<file path="config.mk">
export PLATFORM = sky130hd
export DESIGN_NAME = fp_fft_sched_flat
export DESIGN_NICKNAME = d
export VERILOG_FILES = /design/src/rtl/fp_fft_sched_if.sv /design/src/rtl/fp_fft_sched.sv /design/src/flat_wrapper.sv
export SDC_FILE = /design/constraint.sdc
export NUM_CORES = 1
export LEC_CHECK = 0
export ABC_AREA = 1
export BUFFER_PORTS_ARGS = -buffer_cell sky130_fd_sc_hd__buf_2
export CORE_MARGIN = 2
export CORE_UTILIZATION = 53
export DETAILED_ROUTE_END_ITERATION = 10
export PLACE_DENSITY = 0.88
export SLEW_MARGIN = 40
export SYNTH_ARGS = -nofsm -noshare
export SYNTH_HDL_FRONTEND = slang
export SYNTH_SLANG_ARGS = --single-unit
</file>
<file path="constraint.sdc">
create_clock -name clk -period 2.1 [get_ports clk]
set_clock_uncertainty 0.15 [all_clocks]
set_input_delay 0 -clock clk [delete_from_list [all_inputs] [get_ports clk]]
set_output_delay 0 -clock clk [all_outputs]
set_load 0.02 [all_outputs]
</file>
<file path="src/rtl/fp_fft_sched_if.sv">
// Control and sample-memory signals between the radix-2 FFT address scheduler
// (master) and the RAM/twiddle/butterfly datapath it sequences (slave).
interface fp_fft_sched_if #(
  parameter int LOG2N = 3
);
  localparam int TW_W = (LOG2N > 1) ? (LOG2N - 1) : 1;

  logic             start;
  logic             stall;
  logic             busy;
  logic             done;
  logic             rd_en;
  logic [LOG2N-1:0] rd_addr_a;
  logic [LOG2N-1:0] rd_addr_b;
  logic [TW_W-1:0]  tw_addr;
  logic             bfly_valid;
  logic             wr_en;
  logic [LOG2N-1:0] wr_addr_a;
  logic [LOG2N-1:0] wr_addr_b;
  logic [3:0]       stage;

  modport master (
    input  start, stall,
    output busy, done, rd_en, rd_addr_a, rd_addr_b, tw_addr,
           bfly_valid, wr_en, wr_addr_a, wr_addr_b, stage
  );

  modport slave (
    output start, stall,
    input  busy, done, rd_en, rd_addr_a, rd_addr_b, tw_addr,
           bfly_valid, wr_en, wr_addr_a, wr_addr_b, stage
  );
endinterface

</file>
<file path="src/rtl/fp_fft_sched.sv">
// In-place radix-2 DIT FFT scheduler: walks stages and butterflies, issues RAM
// reads with twiddle index and replays the addresses PIPE_LAT cycles later as writes.
module fp_fft_sched #(
  parameter int LOG2N    = 3,
  parameter int PIPE_LAT = 2
) (
  input  logic           clk,
  input  logic           rst,
  fp_fft_sched_if.master bus
);
  localparam int                  TW_W       = (LOG2N > 1) ? (LOG2N - 1) : 1;
  localparam logic [LOG2N-1:0]    K_LAST     = LOG2N'((2 ** (LOG2N - 1)) - 1);
  localparam logic [LOG2N-1:0]    K_ONE      = LOG2N'(1'b1);
  localparam logic [3:0]          STAGE_LAST = 4'(LOG2N - 1);
  localparam logic [PIPE_LAT-1:0] VLD_TOP    = PIPE_LAT'(1'b1) << (PIPE_LAT - 1);

  typedef enum logic [1:0] {
    IDLE  = 2'd0,
    RUN   = 2'd1,
    DRAIN = 2'd2,
    DONE  = 2'd3
  } state_t;

  state_t                         state_q, state_d;
  logic [3:0]                     stage_q, stage_d;
  logic [LOG2N-1:0]               k_q, k_d;
  logic [PIPE_LAT-1:0]            vld_q, vld_d;
  logic [PIPE_LAT-1:0][LOG2N-1:0] pa_q, pa_d, pb_q, pb_d;
  logic                           bv_q, bv_d;
  logic                           issue_s, rd_en_s, done_s, last_wr_s;
  logic [LOG2N-1:0]               mask_s, low_s, addr_a_s, addr_b_s;
  logic [TW_W-1:0]                tw_s;

  // Only the final write of the stage is left in flight when the top slot alone is valid.
  assign last_wr_s = (vld_q == VLD_TOP);
  assign rd_en_s   = issue_s & ~rst;

  always_comb begin
    state_d = state_q;
    stage_d = stage_q;
    k_d     = k_q;
    issue_s = 1'b0;
    done_s  = 1'b0;
    case (state_q)
      IDLE: begin
        if (bus.start) begin
          state_d = RUN;
          stage_d = 4'd0;
          k_d     = {LOG2N{1'b0}};
        end else begin
          state_d = IDLE;
        end
      end
      RUN: begin
        if (!bus.stall) begin
          issue_s = 1'b1;
          if (k_q == K_LAST) begin
            state_d = DRAIN;
          end else begin
            k_d = k_q + K_ONE;
          end
        end else begin
          state_d = RUN;
        end
      end
      DRAIN: begin
        if (last_wr_s) begin
          if (stage_q == STAGE_LAST) begin
            state_d = DONE;
          end else begin
            state_d = RUN;
            stage_d = stage_q + 4'd1;
            k_d     = {LOG2N{1'b0}};
          end
        end else begin
          state_d = DRAIN;
        end
      end
      DONE: begin
        done_s  = 1'b1;
        state_d = IDLE;
      end
      default: begin
        state_d = IDLE;
      end
    endcase
  end

  // Butterfly k of stage s pairs (k>>s)*2^(s+1) + (k mod 2^s) with the element 2^s above it.
  always_comb begin
    mask_s   = (K_ONE << stage_q) - K_ONE;
    low_s    = k_q & mask_s;
    addr_a_s = ((k_q >> stage_q) << (stage_q + 4'd1)) | low_s;
    addr_b_s = addr_a_s | (K_ONE << stage_q);
    tw_s     = TW_W'(low_s << (STAGE_LAST - stage_q));
  end

  always_comb begin
    bv_d     = rd_en_s;
    vld_d    = vld_q;
    pa_d     = pa_q;
    pb_d     = pb_q;
    vld_d[0] = rd_en_s;
    pa_d[0]  = addr_a_s;
    pb_d[0]  = addr_b_s;
    for (int i = 1; i < PIPE_LAT; i++) begin
      vld_d[i] = vld_q[i-1];
      pa_d[i]  = pa_q[i-1];
      pb_d[i]  = pb_q[i-1];
    end
  end

  always_ff @(posedge clk) begin
    if (rst) begin
      state_q <= IDLE;
      stage_q <= 4'd0;
      k_q     <= {LOG2N{1'b0}};
      vld_q   <= {PIPE_LAT{1'b0}};
      pa_q    <= {(PIPE_LAT*LOG2N){1'b0}};
      pb_q    <= {(PIPE_LAT*LOG2N){1'b0}};
      bv_q    <= 1'b0;
    end else begin
      state_q <= state_d;
      stage_q <= stage_d;
      k_q     <= k_d;
      vld_q   <= vld_d;
      pa_q    <= pa_d;
      pb_q    <= pb_d;
      bv_q    <= bv_d;
    end
  end

  // Every output is forced low while rst is high, even before the state flops clear.
  assign bus.busy       = ~rst & (state_q != IDLE);
  assign bus.done       = ~rst & done_s;
  assign bus.rd_en      = rd_en_s;
  assign bus.rd_addr_a  = rst ? {LOG2N{1'b0}} : addr_a_s;
  assign bus.rd_addr_b  = rst ? {LOG2N{1'b0}} : addr_b_s;
  assign bus.tw_addr    = rst ? {TW_W{1'b0}} : tw_s;
  assign bus.bfly_valid = ~rst & bv_q;
  assign bus.wr_en      = ~rst & vld_q[PIPE_LAT-1];
  assign bus.wr_addr_a  = rst ? {LOG2N{1'b0}} : pa_q[PIPE_LAT-1];
  assign bus.wr_addr_b  = rst ? {LOG2N{1'b0}} : pb_q[PIPE_LAT-1];
  assign bus.stage      = rst ? 4'd0 : stage_q;
endmodule

</file>
<file path="src/flat_wrapper.sv">
// flat-port wrapper written by rule: the top's interface ports become plain ports
module fp_fft_sched_flat 
#(
  parameter int LOG2N    = 3,
  parameter int PIPE_LAT = 2
)
  (clk, rst, bus_start, bus_stall, bus_busy, bus_done, bus_rd_en, bus_rd_addr_a, bus_rd_addr_b, bus_tw_addr, bus_bfly_valid, bus_wr_en, bus_wr_addr_a, bus_wr_addr_b, bus_stage);
  fp_fft_sched_if #(.LOG2N(LOG2N)) bus_i ();
  input  logic clk;
  input  logic rst;
  input wire logic [$bits(bus_i.start)-1:0] bus_start;
  input wire logic [$bits(bus_i.stall)-1:0] bus_stall;
  output wire logic [$bits(bus_i.busy)-1:0] bus_busy;
  output wire logic [$bits(bus_i.done)-1:0] bus_done;
  output wire logic [$bits(bus_i.rd_en)-1:0] bus_rd_en;
  output wire logic [$bits(bus_i.rd_addr_a)-1:0] bus_rd_addr_a;
  output wire logic [$bits(bus_i.rd_addr_b)-1:0] bus_rd_addr_b;
  output wire logic [$bits(bus_i.tw_addr)-1:0] bus_tw_addr;
  output wire logic [$bits(bus_i.bfly_valid)-1:0] bus_bfly_valid;
  output wire logic [$bits(bus_i.wr_en)-1:0] bus_wr_en;
  output wire logic [$bits(bus_i.wr_addr_a)-1:0] bus_wr_addr_a;
  output wire logic [$bits(bus_i.wr_addr_b)-1:0] bus_wr_addr_b;
  output wire logic [$bits(bus_i.stage)-1:0] bus_stage;
  assign bus_i.start = bus_start;
  assign bus_i.stall = bus_stall;
  assign bus_busy = bus_i.busy;
  assign bus_done = bus_i.done;
  assign bus_rd_en = bus_i.rd_en;
  assign bus_rd_addr_a = bus_i.rd_addr_a;
  assign bus_rd_addr_b = bus_i.rd_addr_b;
  assign bus_tw_addr = bus_i.tw_addr;
  assign bus_bfly_valid = bus_i.bfly_valid;
  assign bus_wr_en = bus_i.wr_en;
  assign bus_wr_addr_a = bus_i.wr_addr_a;
  assign bus_wr_addr_b = bus_i.wr_addr_b;
  assign bus_stage = bus_i.stage;
  fp_fft_sched #(.LOG2N(LOG2N), .PIPE_LAT(PIPE_LAT)) u_core (.clk(clk), .rst(rst), .bus(bus_i));
endmodule
</file>
; ---- After elaboration in Yosys (flattened, before gate mapping)
; Index checks and enable logic that the tools add are counted.
[classes]
add_sub_neg = 4
n_eq_ne = 12
shift = 4
n_mux = 25
bitwise_logic = 9
reduce_logical = 6
[op_table]
columns = op, count
row1 = $mux 3, 9
row2 = $mux 4, 4
row3 = $mux 2, 5
row4 = $pmux 3 s3, 1
row5 = $ne 2x2->1 const B, 4
row6 = $pmux 2 s4, 1
row7 = $pmux 4 s2, 1
row8 = $eq 2x2->1 const B, 3
row9 = $or 3x3->3, 2
row10 = $reduce_and 6->1, 1
row11 = $and 1x1->1, 5
row12 = $add 4x1->4 const B, 1
row13 = $eq 4x2->1 const B, 1
row14 = $mux 1, 4
row15 = $reduce_and 4->1, 1
row16 = $reduce_bool 2->1, 2
row17 = $shl 1x4->3 const A, 1
row18 = $shl 3x4->2, 1
row19 = $shl 3x4->3, 1
row20 = $shr 3x4->3, 1
row21 = $sub 2x4->4 const A, 1
row22 = $add 3x1->3 const B, 1
row23 = $and 3x3->3, 1
row24 = $eq 3x2->1 const B, 1
row25 = other kinds (7), 7
[totals]
ff_bits = 24
in_bits = 4
out_inout_bits = 23

; ---- Longest topological paths before layout
[depth]
word_depth = 6
ltp_mapped = 10
mapped_depth_nobuf = 10

; ---- Worst setup path before layout
; Ideal clock, no wire load.
[synth_path]
path_type = register to output
from = register u_core.stage_q[0]
to = output bus_tw_addr[1]
t_arrival_ps = 1922
required_time_ps = 1950
slack_ps = 28
stages_incl_launch_ff = 8
path_cell_list = dfxtp_1 inv_2 nor2_4 nand2_1 ha_1 or2_2 o21ai_0 nor3b_1
[synth_between]
elab_chain_len = 5
word_cells_on_any_way = 6
[synth_rtl]
columns = element, line_no
row1 = from (decl), fp_fft_sched.sv:25  ; logic [3:0] stage_q, stage_d;
row2 = from (signal assigned), fp_fft_sched.sv:124  ; stage_q <= stage_d;
row3 = $shl 1x4->3, fp_fft_sched.sv:91  ; mask_s = (K_ONE << stage_q) - K_ONE;
row4 = $sub 3x1->3, fp_fft_sched.sv:91
row5 = $and 3x3->3, fp_fft_sched.sv:92  ; low_s = k_q & mask_s;
row6 = $shl 3x4->2 *, fp_fft_sched.sv:95  ; tw_s = TW_W'(low_s << (STAGE_LAST - stage_q));
row7 = $mux 2 *, fp_fft_sched.sv:139  ; assign bus.tw_addr = rst ? {TW_W{1'b0}} : tw_s;
row8 = to (decl), flat_wrapper.sv:18  ; output wire logic [$bits(bus_i.tw_addr)-1:0] bus_tw_addr;
; Mark *: on every way between the ends. The rest lies on a longest branch, timed or not.

; ---- Worst setup path after layout
; Ends and elaborated chain as after synthesis.

==> results.yml <==
status:
  outcome: "completed"
timing:
  finalCritPeriodShare_pct: 95.7
  fmax_mhz: 497
  period_needed_ps: 2010
  final_hold_viol_count: 0
  worstMarginPinSlew_ps: 328
  setup_total_negative_slack_ps: 0
  final-max-slew-violation-count: 0
  slew-limit-headroom_pct: 78.0
  fin_ws_ps: 89.5
  rsz0062_at_grt: "true"
  hold-worst-slack_ps: 260
  setup_violations: 0
logic_synthesis:
  seq_area_frac_synth_pct: 37.1
  synth_top_area_share_pct: 37.1
  synth_seq_cells: 23
  synth_area_leader_cell: "dfxtp_1"
  synth.cell_area_sq_um: 1240
  synth_area_per_cell_sq_um: 6.75
  synthDistinctLibCells: 27
  synthTopCellsByArea: "dfxtp_1 (37%), nand2_1 (9.7%), inv_1 (8.8%)"
  syn-num-nets: 193
  ys_warn_count: 0
  synth_cells: 184
finish:
  seqCellArea_sq_um: 473
  drive_gt1_share_pct: 30.6
  nets: 232
  multi_input_area_sq_um: 713
  antennaDiodeCount: 0
  area_growth_pct: 30.6
  finish.utilization_pct: 73.3
  fill_cells: 169
place:
  numPortBuffers: 26
  place_ws_ps: 215
  dp_hpwl_microns: 1860
  gp_congestion: 0.880
critical_path:
  crit_fanout: 4
  cp.buffers_inverters: 2
  cp-start-kind: "flip-flop"
  critPathSlowestCell: "dfxtp_4"
  crit_chain: "inv_4, nor2_4, nand2_1, ha_4, or2_4, o21ai_1, nor3b_2, buf_4"
  critPathTopFamily: "simple AND/OR/NAND/NOR gates"
  worstPathRequired_ps: 1950
  critPathCaptureType: "output port"
  arrival_ps: 1860
  crit_type: "reg2out"
  slowest_delay_ps: 420
clocking:
  cts_tree: "yes"
  cts_sinks: 23
  clk_pin_slew_ps: 130
  cts_buffers: 3
  cts_root_buf: "clkbuf_4"
  htree_levels: 1
  clk_latency_ps: 320
  clk_path_buf_depth: 2
floorplanning:
  start_util_pct: 56.1
  num_io_pins: 27
  die_x_microns: 52.4
  rows: 17
  die_h_microns: 52.4
  dieArea_sq_um: 2740
  core_area_sq_um: 2210
global_route:
  grt_first_pass_wirelength_microns: 4240
  antenna_found_initial: 0
  grt_overflow: 0
  grt_pass1_vias: 1006
  grt_usage_pct: 20.6
  grt_start_max_net_pins: 33
route:
  drt_iter0_drc: 28
  dr_total_vias: 1224
  drcViolationCount: 0
  wl_per_cell_microns: 11.1
  dr.pass1.iters: 4
  drt_wl_total_microns: 2790
  ant_nets: 0
  viasPerCell: 4.90
pwr:
  power.leakage_nw: 0.793
  power_per_cell_area_nw_per_um2: 536
  peakVddDrop_mv: 0.633
run:
  max_cap_viol_count: 0
min_path:
  hold_path.class: "reg2reg"
## synth_stat cells, drive strengths merged
cell and number:
clkinv 1, a21oi 9, nor2 33, nor4 1, buf 3, nand4 1, a21boi 1, nand2 36
xor2 2, ha 5, nor3b 1, dfxtp 23, inv 34, nor3 6, a211oi 1, nand3 17
o21ai 8, or2 2
## metrics by stage
step,total power [mW],cells,area [sq um]
5_1_grt,0.911,250,1620
4_1_cts,0.856,246,1500
6_report,0.869,250,1620
2_1_floorplan,0.606,184,1240
3_5_place_dp,0.651,239,1420
3_3_place_gp,0.648,239,1420
## cell type report
class	count	area share [%]
clock buffers	3	1.39
flip-flops and latches	23	29.2
inverters	35	8.26
clock inverters	1	0.309
multi-input cells	123	44.0
repair buffers	37	14.7
well taps	28	2.16
## per-layer routing
layer | global-route usage [%] | up-vias | share of wire (%)
li1 | - | 651 | -
met1 | 25.8 | 538 | 46
met2 | 35.2 | 31 | 48
met3 | 4.29 | 4 | 4.8
met4 | 6.41 | 0 | 1.0
met5 | 0 | - | 0
## report_power, final
group	switching, mW	total [mW]	internal [mW]
clock network	0.136	0.208	0.0713
logic	0.117	0.187	0.0700
registers	0.0182	0.474	0.456
total	0.272	0.869	0.597
## sequential cells by signal, summed over array words and instances, names as in the netlist
signal          flops
u_core.pa_q         3
u_core.pb_q         3
u_core.vld_q        2
u_core.stage_q      4
u_core.pb_d         3
u_core.k_q          3
u_core.state_q      2
u_core.pa_d         3
## timing repair
action,CTS,global route
endpoints found under the hold margin,10,0
endpoints found under the setup margin,3,7
hold buffers,3,0
gates cloned,0,0
pin swaps,0,10
gates resized for setup,8,21
setup buffers,0,4
## placed cells by master, fill, tap and decap left out, types with 4 or more instances in the layout
master	netlist	layout
nand2_2	4	4
buf_4	0	8
o21ai_1	5	6
nor2_4	2	5
nor3_1	6	6
nand2_1	32	31
nor2_1	28	27
inv_1	29	28
nand3_1	15	15
buf_2	1	23
dfxtp_1	23	19
a21oi_1	8	8
inv_2	5	5
## worst paths after layout
check,depth (start not counted),start,slack [ps],end
hold / removal,2,u_core.pb_d[4]$_SDFF_PP0_,260,u_core.pb_q[4]$_SDFF_PP0_
setup / recovery,8,u_core.stage_q[0]$_SDFFE_PP0P_,90,bus_tw_addr[1]
hold reg to reg,2,u_core.pb_d[4]$_SDFF_PP0_,260,u_core.pb_q[4]$_SDFF_PP0_
setup reg to reg,8,u_core.k_q[0]$_SDFFE_PP0P_,430,u_core.k_q[1]$_SDFFE_PP0P_
## cell families after synthesis
logic type | Yosys count | synth area share (%)
XOR/XNOR | 2 | 1.41
flip-flops | 23 | 37.1
buffers and inverters | 38 | 11.6
AND/OR/NAND/NOR | 97 | 36.2
AO/OA/AOI/OAI | 19 | 8.67
adder cells (fa/ha/maj) | 5 | 5.04
## tightest hold or removal path, delay by kind of cell, from the launching register on
kind / cells / cell delay, ps
buf+inv: 1 / 40
flops: 1 / 320
simple gates: 1 / 30
Note: power is estimated with default switching activity, not from simulation.
